[src/rtl/fpu_pkg.sv]
// Shared bfloat16 types and constants for the FP issue path and its compute unit.
package fpu_pkg;
    localparam int BF16_EXP_W  = 8;
    localparam int BF16_FRAC_W = 7;

    localparam logic [15:0] BF16_POS_ZERO = 16'h0000;
    localparam logic [15:0] BF16_NEG_ZERO = 16'h8000;

    typedef struct packed {
        logic                   sign;
        logic [BF16_EXP_W-1:0]  exp;
        logic [BF16_FRAC_W-1:0] frac;
    } bf16_t;
endpackage

[src/rtl/op_intf.sv]
// Unpacked operand/result bundle between the issue stage and a combinational FP unit.
interface op_intf #(
    parameter int EXP_WIDTH  = 8,
    parameter int FRAC_WIDTH = 7
);
    logic                  op1_sign;
    logic [EXP_WIDTH-1:0]  op1_exp;
    logic [FRAC_WIDTH-1:0] op1_frac;
    logic                  op2_sign;
    logic [EXP_WIDTH-1:0]  op2_exp;
    logic [FRAC_WIDTH-1:0] op2_frac;
    logic                  op3_sign;
    logic [EXP_WIDTH-1:0]  op3_exp;
    logic [FRAC_WIDTH-1:0] op3_frac;

    modport comp_side (
        input  op1_sign, op1_exp, op1_frac, op2_sign, op2_exp, op2_frac,
        output op3_sign, op3_exp, op3_frac
    );

    modport drive_side (
        output op1_sign, op1_exp, op1_frac, op2_sign, op2_exp, op2_frac,
        input  op3_sign, op3_exp, op3_frac
    );
endinterface

[src/rtl/fp_zero_bypass.sv]
// Picks the final result: zero operands bypass the compute unit, which assumes a hidden 1.
module fp_zero_bypass
    import fpu_pkg::*;
#(
    parameter  int EXP_WIDTH  = BF16_EXP_W,
    parameter  int FRAC_WIDTH = BF16_FRAC_W,
    localparam int W          = 1 + EXP_WIDTH + FRAC_WIDTH
) (
    input  logic [W-1:0]          op1,
    input  logic [W-1:0]          op2,
    input  logic                  op3_sign,
    input  logic [EXP_WIDTH-1:0]  op3_exp,
    input  logic [FRAC_WIDTH-1:0] op3_frac,
    output logic [W-1:0]          result
);
    logic op1_zero;
    logic op2_zero;

    // Exponent 0 means zero; subnormal fractions are flushed.
    assign op1_zero = (op1[W-2 -: EXP_WIDTH] == '0);
    assign op2_zero = (op2[W-2 -: EXP_WIDTH] == '0);

    always_comb begin
        result = {op3_sign, op3_exp, op3_frac};
        case ({op1_zero, op2_zero})
            2'b10:   result = op2;
            2'b01:   result = op1;
            2'b11:   result = {op1[W-1] & op2[W-1], {(W-1){1'b0}}};
            default: result = {op3_sign, op3_exp, op3_frac};
        endcase
    end
endmodule

[src/rtl/fp_op_issue.sv]
// Two-stage issue/collect pipeline driving a combinational FP unit over op_intf.
// Handshake: a transfer happens on a rising edge where valid && ready; valid never depends on ready.
module fp_op_issue
    import fpu_pkg::*;
#(
    parameter  int EXP_WIDTH  = BF16_EXP_W,
    parameter  int FRAC_WIDTH = BF16_FRAC_W,
    parameter  int CNT_WIDTH  = 16,
    localparam int W          = 1 + EXP_WIDTH + FRAC_WIDTH
) (
    input  logic                 clk,
    input  logic                 rst_n,
    input  logic                 in_valid,
    output logic                 in_ready,
    input  logic [W-1:0]         in_op1,
    input  logic [W-1:0]         in_op2,
    output logic                 out_valid,
    input  logic                 out_ready,
    output logic [W-1:0]         out_result,
    output logic [CNT_WIDTH-1:0] done_cnt,
    op_intf.drive_side           op_intf
);
    logic         s1_valid;
    logic [W-1:0] s1_op1;
    logic [W-1:0] s1_op2;
    logic         s2_adv;
    logic [W-1:0] sel_result;

    assign s2_adv   = !out_valid || out_ready;
    assign in_ready = !s1_valid || s2_adv;

    // The compute unit only ever sees registered operands, forced to zero when S1 is empty.
    assign op_intf.op1_sign = s1_valid & s1_op1[W-1];
    assign op_intf.op1_exp  = s1_valid ? s1_op1[W-2 -: EXP_WIDTH] : '0;
    assign op_intf.op1_frac = s1_valid ? s1_op1[FRAC_WIDTH-1:0] : '0;
    assign op_intf.op2_sign = s1_valid & s1_op2[W-1];
    assign op_intf.op2_exp  = s1_valid ? s1_op2[W-2 -: EXP_WIDTH] : '0;
    assign op_intf.op2_frac = s1_valid ? s1_op2[FRAC_WIDTH-1:0] : '0;

    fp_zero_bypass #(
        .EXP_WIDTH (EXP_WIDTH),
        .FRAC_WIDTH(FRAC_WIDTH)
    ) u_bypass (
        .op1     (s1_op1),
        .op2     (s1_op2),
        .op3_sign(op_intf.op3_sign),
        .op3_exp (op_intf.op3_exp),
        .op3_frac(op_intf.op3_frac),
        .result  (sel_result)
    );

    always_ff @(posedge clk or negedge rst_n) begin
        if (!rst_n) begin
            s1_valid <= 1'b0;
            s1_op1   <= '0;
            s1_op2   <= '0;
        end else if (in_valid && in_ready) begin
            s1_valid <= 1'b1;
            s1_op1   <= in_op1;
            s1_op2   <= in_op2;
        end else if (s2_adv) begin
            s1_valid <= 1'b0;
        end
    end

    always_ff @(posedge clk or negedge rst_n) begin
        if (!rst_n) begin
            out_valid  <= 1'b0;
            out_result <= '0;
        end else if (s2_adv) begin
            out_valid <= s1_valid;
            if (s1_valid) begin
                out_result <= sel_result;
            end
        end
    end

    always_ff @(posedge clk or negedge rst_n) begin
        if (!rst_n) begin
            done_cnt <= '0;
        end else if (out_valid && out_ready) begin
            done_cnt <= done_cnt + CNT_WIDTH'(1);
        end
    end
endmodule

[src/flat_wrapper.sv]
// flat-port wrapper written by rule: the top's interface ports become plain ports
module fp_op_issue_flat import fpu_pkg::*;
#(
    parameter  int EXP_WIDTH  = BF16_EXP_W,
    parameter  int FRAC_WIDTH = BF16_FRAC_W,
    parameter  int CNT_WIDTH  = 16,
    localparam int W          = 1 + EXP_WIDTH + FRAC_WIDTH
)
  (clk, rst_n, in_valid, in_ready, in_op1, in_op2, out_valid, out_ready, out_result, done_cnt, op_intf_op1_sign, op_intf_op1_exp, op_intf_op1_frac, op_intf_op2_sign, op_intf_op2_exp, op_intf_op2_frac, op_intf_op3_sign, op_intf_op3_exp, op_intf_op3_frac);
  op_intf #(.EXP_WIDTH(EXP_WIDTH), .FRAC_WIDTH(FRAC_WIDTH)) op_intf_i ();
  input  logic clk;
  input  logic rst_n;
  input  logic in_valid;
  output logic in_ready;
  input  logic [W-1:0] in_op1;
  input  logic [W-1:0] in_op2;
  output logic out_valid;
  input  logic out_ready;
  output logic [W-1:0] out_result;
  output logic [CNT_WIDTH-1:0] done_cnt;
  output wire logic [$bits(op_intf_i.op1_sign)-1:0] op_intf_op1_sign;
  output wire logic [$bits(op_intf_i.op1_exp)-1:0] op_intf_op1_exp;
  output wire logic [$bits(op_intf_i.op1_frac)-1:0] op_intf_op1_frac;
  output wire logic [$bits(op_intf_i.op2_sign)-1:0] op_intf_op2_sign;
  output wire logic [$bits(op_intf_i.op2_exp)-1:0] op_intf_op2_exp;
  output wire logic [$bits(op_intf_i.op2_frac)-1:0] op_intf_op2_frac;
  input wire logic [$bits(op_intf_i.op3_sign)-1:0] op_intf_op3_sign;
  input wire logic [$bits(op_intf_i.op3_exp)-1:0] op_intf_op3_exp;
  input wire logic [$bits(op_intf_i.op3_frac)-1:0] op_intf_op3_frac;
  assign op_intf_op1_sign = op_intf_i.op1_sign;
  assign op_intf_op1_exp = op_intf_i.op1_exp;
  assign op_intf_op1_frac = op_intf_i.op1_frac;
  assign op_intf_op2_sign = op_intf_i.op2_sign;
  assign op_intf_op2_exp = op_intf_i.op2_exp;
  assign op_intf_op2_frac = op_intf_i.op2_frac;
  assign op_intf_i.op3_sign = op_intf_op3_sign;
  assign op_intf_i.op3_exp = op_intf_op3_exp;
  assign op_intf_i.op3_frac = op_intf_op3_frac;
  fp_op_issue #(.EXP_WIDTH(EXP_WIDTH), .FRAC_WIDTH(FRAC_WIDTH), .CNT_WIDTH(CNT_WIDTH)) u_core (.clk(clk), .rst_n(rst_n), .in_valid(in_valid), .in_ready(in_ready), .in_op1(in_op1), .in_op2(in_op2), .out_valid(out_valid), .out_ready(out_ready), .out_result(out_result), .done_cnt(done_cnt), .op_intf(op_intf_i));
endmodule
[config.mk]
export PLATFORM = sky130hd
export DESIGN_NAME = fp_op_issue_flat
export DESIGN_NICKNAME = d
export VERILOG_FILES = /design/src/rtl/fpu_pkg.sv /design/src/rtl/op_intf.sv /design/src/rtl/fp_zero_bypass.sv /design/src/rtl/fp_op_issue.sv /design/src/flat_wrapper.sv
export SDC_FILE = /design/constraint.sdc
export NUM_CORES = 1
export LEC_CHECK = 0
export CORE_AREA = 2 2 104 106
export CTS_CLUSTER_SIZE = 24
export DETAILED_ROUTE_END_ITERATION = 6
export DIE_AREA = 0 0 106 108
export PLACE_DENSITY_LB_ADDON = 0.1
export SYNTH_ARGS = -nofsm -noshare
export SYNTH_HDL_FRONTEND = slang
export SYNTH_SLANG_ARGS = --single-unit
[constraint.sdc]
create_clock -name clk -period 1.5 [get_ports clk]
set_clock_uncertainty 0.1 [all_clocks]
set_input_delay 0.3 -clock clk [delete_from_list [all_inputs] [get_ports clk]]
set_output_delay 0.3 -clock clk [all_outputs]
set_load 0.1 [all_outputs]
==> results of run 1 <==
[final timing paths]
| check | from | to | cells after the start |
|---|---|---|---|
| setup / recovery | u_core.s1_valid$_DFFE_PN0P_ | op_intf_op1_exp[4] | 3 |
| hold / removal | rst_n | u_core.done_cnt[3]$_DFFE_PN0P_ | 3 |
| setup reg to reg | u_core.out_valid$_DFFE_PN0P_ | u_core.s1_op1[0]$_DFFE_PN0P_ | 6 |
| hold reg to reg | u_core.done_cnt[13]$_DFFE_PN0P_ | u_core.done_cnt[13]$_DFFE_PN0P_ | 1 |
| max in group asynchronous | rst_n | u_core.done_cnt[4]$_DFFE_PN0P_ | 3 |
| min in group clk | u_core.done_cnt[13]$_DFFE_PN0P_ | u_core.done_cnt[13]$_DFFE_PN0P_ | 1 |
[placed cells by master, fill, tap and decap left out, types with 3 or more instances in the layout]
cell	synthesis	routed
nand3_1	12	9
clkdlybuf4s50_1	0	49
xnor2_1	12	12
dfrtp_4	0	9
o211ai_1	15	15
mux2_4	0	26
buf_4	3	34
xor2_1	3	3
nand2b_1	3	3
buf_8	0	3
buf_16	0	3
nand4_1	11	11
mux2i_1	15	15
and2_4	0	33
nand2_1	26	19
buf_6	1	13
clkbuf_8	0	11
mux2_2	32	7
dfrtp_1	66	50
buf_12	0	72
nand2_2	2	6
dfrtp_2	0	7
[state kept, by name (all words and copies together) (netlist names)]
signal and count:
u_core.done_cnt 16, u_core.out_result 16, u_core.s1_op1 16, u_core.s1_op2 16
u_core.out_valid 1, u_core.s1_valid 1
[power by group]
part           internal (mW)  switching, mW  leakage (nW)  total [mW]
sequential              2.12          0.356         0.782        2.48
clock                  0.856          0.694        0.0986        1.55
combinational           1.96           2.74          1.93        4.70
[kinds of logic (layout without fill, tap and decap cells)]
kind of cell               Yosys count  count (layout)  synth area share
xor gates and xnor gates            15              15            0.0423
adders and majority gates            1               1           0.00403
DFF                                 66              66             0.532
AOI/OAI and AO/OA                   17              17            0.0407
and+or+nand+nor                    103             103             0.189
muxes                               48              48             0.168
buffers and inverters               13             193            0.0238
[metal layers]
layer	part of all wire	GRT usage
met1	0.42	0.229
met2	0.49	0.294
met3	0.076	0.0645
met4	0.023	0.0508
met5	0	0
[per-stage QoR]
step / total power, mW / cell area [um^2] / instances
final: 8.73 / 6270 / 579
after global routing: 9.06 / 6270 / 579
after CTS: 8.67 / 6110 / 575
after detailed placement: 6.92 / 5580 / 546
after global placement: 6.87 / 5580 / 546
after floorplan: 5.03 / 3280 / 263
[what timing repair did]
| action | 4_1_cts | 5_1_grt |
|---|---|---|
| hold buffers | 1 | 0 |
| resized for setup | 33 | 39 |
| pin swaps | 12 | 10 |
| hold endpoints to repair | 66 | 0 |
| gates cloned | 4 | 0 |
| buffers inserted | 9 | 7 |
| endpoints found under the setup margin | 87 | 93 |
[worst register-to-register path, cell delays in order (launching register included)]
cell      delay (ns)
dfrtp_4         0.49
nand3b_1        0.16
buf_6           0.14
nand2_8         0.07
buf_12          0.15
buf_12          0.13
mux2_4          0.30
[area by class of cell]
| cell class | instances | area, um^2 | share of cell area |
|---|---|---|---|
| flip-flops and latches | 66 | 1690 | 0.270 |
| clock inverters | 4 | 50.0 | 0.00799 |
| well taps | 136 | 170 | 0.0272 |
| repair buffers | 177 | 2480 | 0.396 |
| clock buffers | 12 | 155 | 0.0248 |
| multi-input cells | 184 | 1710 | 0.273 |
==> results.cfg, run 1 <==
[global_route]
grt_max_degree = 67
grt_pass1_wl_um = 15900
grt_pass1_vias = 2930
gr-total-overflow = 0
grt_use_total = 0.181
antenna_found_initial = 0

[worst_setup_path]
start_kind = register
cp_top_family = flip-flops
crit_required_ns = 1.10
end_kind = primary output
arrival_ns = 1.30
worst_path_max_delay_cell = dfrtp_2
crit_buf_inv = 2
path_cells = buf_12 -> and2_4 -> buf_12
crit_fanout = 20
worstSetupPathType = reg2out
slowest_delay_ns = 0.45
ff2ff_setup_slack_ns = -0.15
cp_common_cell = buf_12

[sta]
setup_ws_ns = -0.198
finalCritPeriodShare = 1.13
rsz0062_at_grt = yes
tns_ns = -9.73
fmax_mhz = 589
whs_ns = 0.396
hold_violations = 0
finalSetupViolCount = 76
tightestPinTransition_ns = 0.379
min_period_ns = 1.70
slew_viol_final = 0
relSlewSlack = 0.747

[power]
power_density_nw_per_um2 = 1390
cellLeakagePower_nw = 2.81
irDropWorstVdd_mv = 0.906

[die]
die-area_um2 = 11400
start_util = 0.304
die_h_um = 108
io_pins = 118
die_w_um = 106
core_area_um2 = 10200
rows = 37

[drt]
postRouteAntennaNets = 0
wire_per_inst_um = 17.1
first_pass_iters = 4
num_vias = 2721
via_per_inst = 4.70
drc = 0
wirelength_um = 9910
dr.first_iter.drc_count = 55

[finish]
area_growth_pct = 102
num_antenna_cells = 0
drive_gt1_frac = 0.560
nNetsFinal = 491
final_core_util = 0.613
fillers = 827

[clocking]
clockBufferDepth = 2
cts_inserted_buffers = 9
htree_levels = 3
worst_skew_pair.late_latency_ns = 0.34
clkTransAtPathRegs_ns = 0.07
cts_tree = done
clock-root-buffer = clkbuf_8
cts.sinks = 66

[yosys]
syn_avg_cell_area_um2 = 11.8
syn_inst = 263
synth_area_um2 = 3110
synth_flop_cell = dfrtp_1
yosysMostFrequentCell = dfrtp_1
synth_area_leader_cell = dfrtp_1
synthDominantCellAreaShare = 0.532
synth_edf_count = 0
ys_seq_area_frac = 0.532
synth_area_leaders = dfrtp_1, mux2_2, and2_1
ys_types = 29
yosysWarningCount = 0
synthTopCellsByCount = dfrtp_1, and2_1, mux2_2
synthArstFlopShare = 1.00
synth_seq_cells = 66
synth_nets = 316

[placement]
dp.final_hpwl_um = 6990
place_ws_ns = -0.427
portBuffers = 117
routabilityCongestion = 0.784

[run_status]
violations = setup timing
status = finished, violations left

[job]
max-cap-violations = 0

[worst_hold_path]
hold_path_class = in2async
Note: power is estimated with default switching activity, not from simulation.
==> run 2: changes to the inputs <==
--- a/config.mk
+++ b/config.mk
@@ -5,10 +5,10 @@
 export SDC_FILE = /design/constraint.sdc
 export NUM_CORES = 1
 export LEC_CHECK = 0
-export CORE_AREA = 2 2 104 106
+export CORE_AREA = 8 8 110 112
 export CTS_CLUSTER_SIZE = 24
 export DETAILED_ROUTE_END_ITERATION = 6
-export DIE_AREA = 0 0 106 108
+export DIE_AREA = 0 0 118 120
 export PLACE_DENSITY_LB_ADDON = 0.1
 export SYNTH_ARGS = -nofsm -noshare
 export SYNTH_HDL_FRONTEND = slang
==> run 2 against run 1 <==
Die area is 24% higher; sequential power hardly changed; the run still ends with setup timing left; routed wire length is 0.73% higher; clock-buffer cell count is 1 higher; critical path depth stayed put; largest power group unchanged.
==> results.cfg, run 2 (same netlist as run 1, synthesis figures left out) <==
[run_status]
status = finished, violations left
violations = setup timing

[finish]
num_antenna_cells = 0
final_core_util = 0.578
layoutNonFillerInstCount = 575
nNetsFinal = 484
layout_commonest_cell = buf_12
fillers = 876
area_growth_pct = 95.7
final_cell_mix = buf_12, dfrtp_1, clkdlybuf4s50_1
drive_gt1_frac = 0.559

[sta]
relSlewSlack = 0.755
finalSetupViolCount = 53
slew_viol_final = 0
hold_violations = 0
setup_ws_ns = -0.203
min_period_ns = 1.70
fmax_mhz = 587
rsz0062_at_grt = yes
finalCritPeriodShare = 1.14
tightestPinTransition_ns = 0.368

[worst_setup_path]
slowest_delay_ns = 0.45
arrival_ns = 1.30
cp_top_family = flip-flops
end_kind = primary output
crit_buf_inv = 2
cp_common_cell = buf_12
ff2ff_setup_slack_ns = -0.06
path_cells = buf_12 -> and2_4 -> buf_12
r2r_start = u_core.out_valid$_DFFE_PN0P_
crit_fanout = 23
worstSetupPathType = reg2out
r2r_end = u_core.out_result[7]$_DFFE_PN0P_
reg2reg_depth = 6
crit_required_ns = 1.10
worst_path_max_delay_cell = dfrtp_2
start_kind = register

[power]
irDropWorstVdd_mv = 0.838
netSwitchingFraction = 0.444
clkPwrFrac = 0.166
switchingPower_mw = 3.74
combPwrFrac = 0.539
seq_power_share = 0.295
p_int_mw = 4.68
power_density_nw_per_um2 = 1380
cellLeakagePower_nw = 2.64

[placement]
dp.final_hpwl_um = 7540
routabilityCongestion = 0.724
placedCellCount = 550
portBuffers = 117

[clocking]
htree_levels = 3
clock-root-buffer = clkbuf_8
worst_skew_pair.late_latency_ns = 0.34
clockBufferDepth = 2
clkTransAtPathRegs_ns = 0.08
cts_tree = done
cts.sinks = 66
cts_inserted_buffers = 9

[die]
core_area_um2 = 10500
die_h_um = 120
rows = 38
start_util = 0.296
die-area_um2 = 14200
io_pins = 118
die_w_um = 118

[global_route]
grt_pass1_vias = 2994
grt_use_total = 0.144
grt_pass1_wl_um = 16000
gr-total-overflow = 0
grt_max_degree = 67
antenna_found_initial = 0

[drt]
via_per_inst = 4.56
wirelength_um = 9980
postRouteAntennaNets = 0
num_vias = 2623
dr.first_iter.drc_count = 89
wire_per_inst_um = 17.4
first_pass_iters = 4
drc = 0

[job]
max-cap-violations = 0

[worst_hold_path]
hold_path_class = in2async
[run 2: cell count changes in the layout (fill, tap and decap cells not counted), moves of 2 or more]
cell / delta
mux2_2: +25
mux2_4: -25
buf_4: -5
buf_6: +3
buf_8: -3
buf_16: -2
mux2i_1: -2
mux2i_2: +2
nor4_2: -2
nor4_4: +2
[run 2: worst max-delay path by stage]
stage | from | cells after the start | endpoint | slack [ns]
global route | u_core.s1_valid$_DFFE_PN0P_ | 3 | op_intf_op1_exp[2] | -0.23
CTS | u_core.s1_valid$_DFFE_PN0P_ | 3 | op_intf_op2_exp[4] | -0.22
global placement | out_ready | 5 | u_core.done_cnt[7]$_DFFE_PN0P_ | -0.37
detailed placement | out_ready | 5 | u_core.done_cnt[7]$_DFFE_PN0P_ | -0.41
finish | u_core.s1_valid$_DFFE_PN0P_ | 3 | op_intf_op1_exp[3] | -0.20
floorplan | u_core.out_valid$_DFFE_PN0P_ | 4 | u_core.s1_op1[0]$_DFFE_PN0P_ | -1.10
[run 2: per-layer routing]
metal  GRT usage  part of all wire  wire, um  vias to the layer above
li1            -                 -         -                     1267
met1       0.169              0.44      4370                     1260
met2       0.238              0.48      4760                       84
met3      0.0535             0.071       707                       12
met4      0.0528             0.015       145                        0
met5           0                 0         0                        -
[run 2: tightest hold or removal path, stage by stage]
cell and delay [ns]:
dlygate4sd3_1 0.52, buf_2 0.12, buf_12 0.30
[run 2: metrics by stage]
step                power, mW  instance area (um^2)  worst slack [ns]  TNS [ns]  hold slack [ns]
CTS                      8.39                  5940            -0.216     -7.97            0.393
global placement         6.89                  5580            -0.370    -19.09            0.253
finish                   8.41                  6080            -0.203     -7.10            0.387
global route             8.74                  6080            -0.225    -10.35            0.430
detailed placement       6.92                  5580            -0.406    -20.82            0.249
floorplan                5.03                  3280             -1.10    -37.89          -0.0956
[run 2: power by group through the flow]
| stage | logic, mW | registers, mW | clock network [mW] |
|---|---|---|---|
| floorplan | 1.51 | 3.52 | 0 |
| global placement | 4.46 | 2.44 | 0 |
| detailed placement | 4.47 | 2.45 | 0 |
| CTS | 4.50 | 2.46 | 1.43 |
| global route | 4.70 | 2.52 | 1.51 |
| finish | 4.53 | 2.48 | 1.40 |
[run 2: repair_timing]
| action | in CTS | in global routing |
|---|---|---|
| pin swaps | 3 | 8 |
| setup endpoints to repair | 75 | 90 |
| hold endpoints to repair | 66 | 0 |
| resized for setup | 30 | 19 |
| hold buffers | 1 | 0 |
| gates cloned | 2 | 0 |
| buffers inserted | 6 | 3 |
[run 2: final cells by class]
class | instances | area [um^2] | share of cell area
Clock buffer | 13 | 169 | 0.0278
Clock inverter | 2 | 12.5 | 0.00206
Sequential cell | 66 | 1690 | 0.279
Multi-Input combinational cell | 184 | 1650 | 0.271
Timing Repair Buffer | 170 | 2380 | 0.392
Tap cell | 140 | 175 | 0.0288
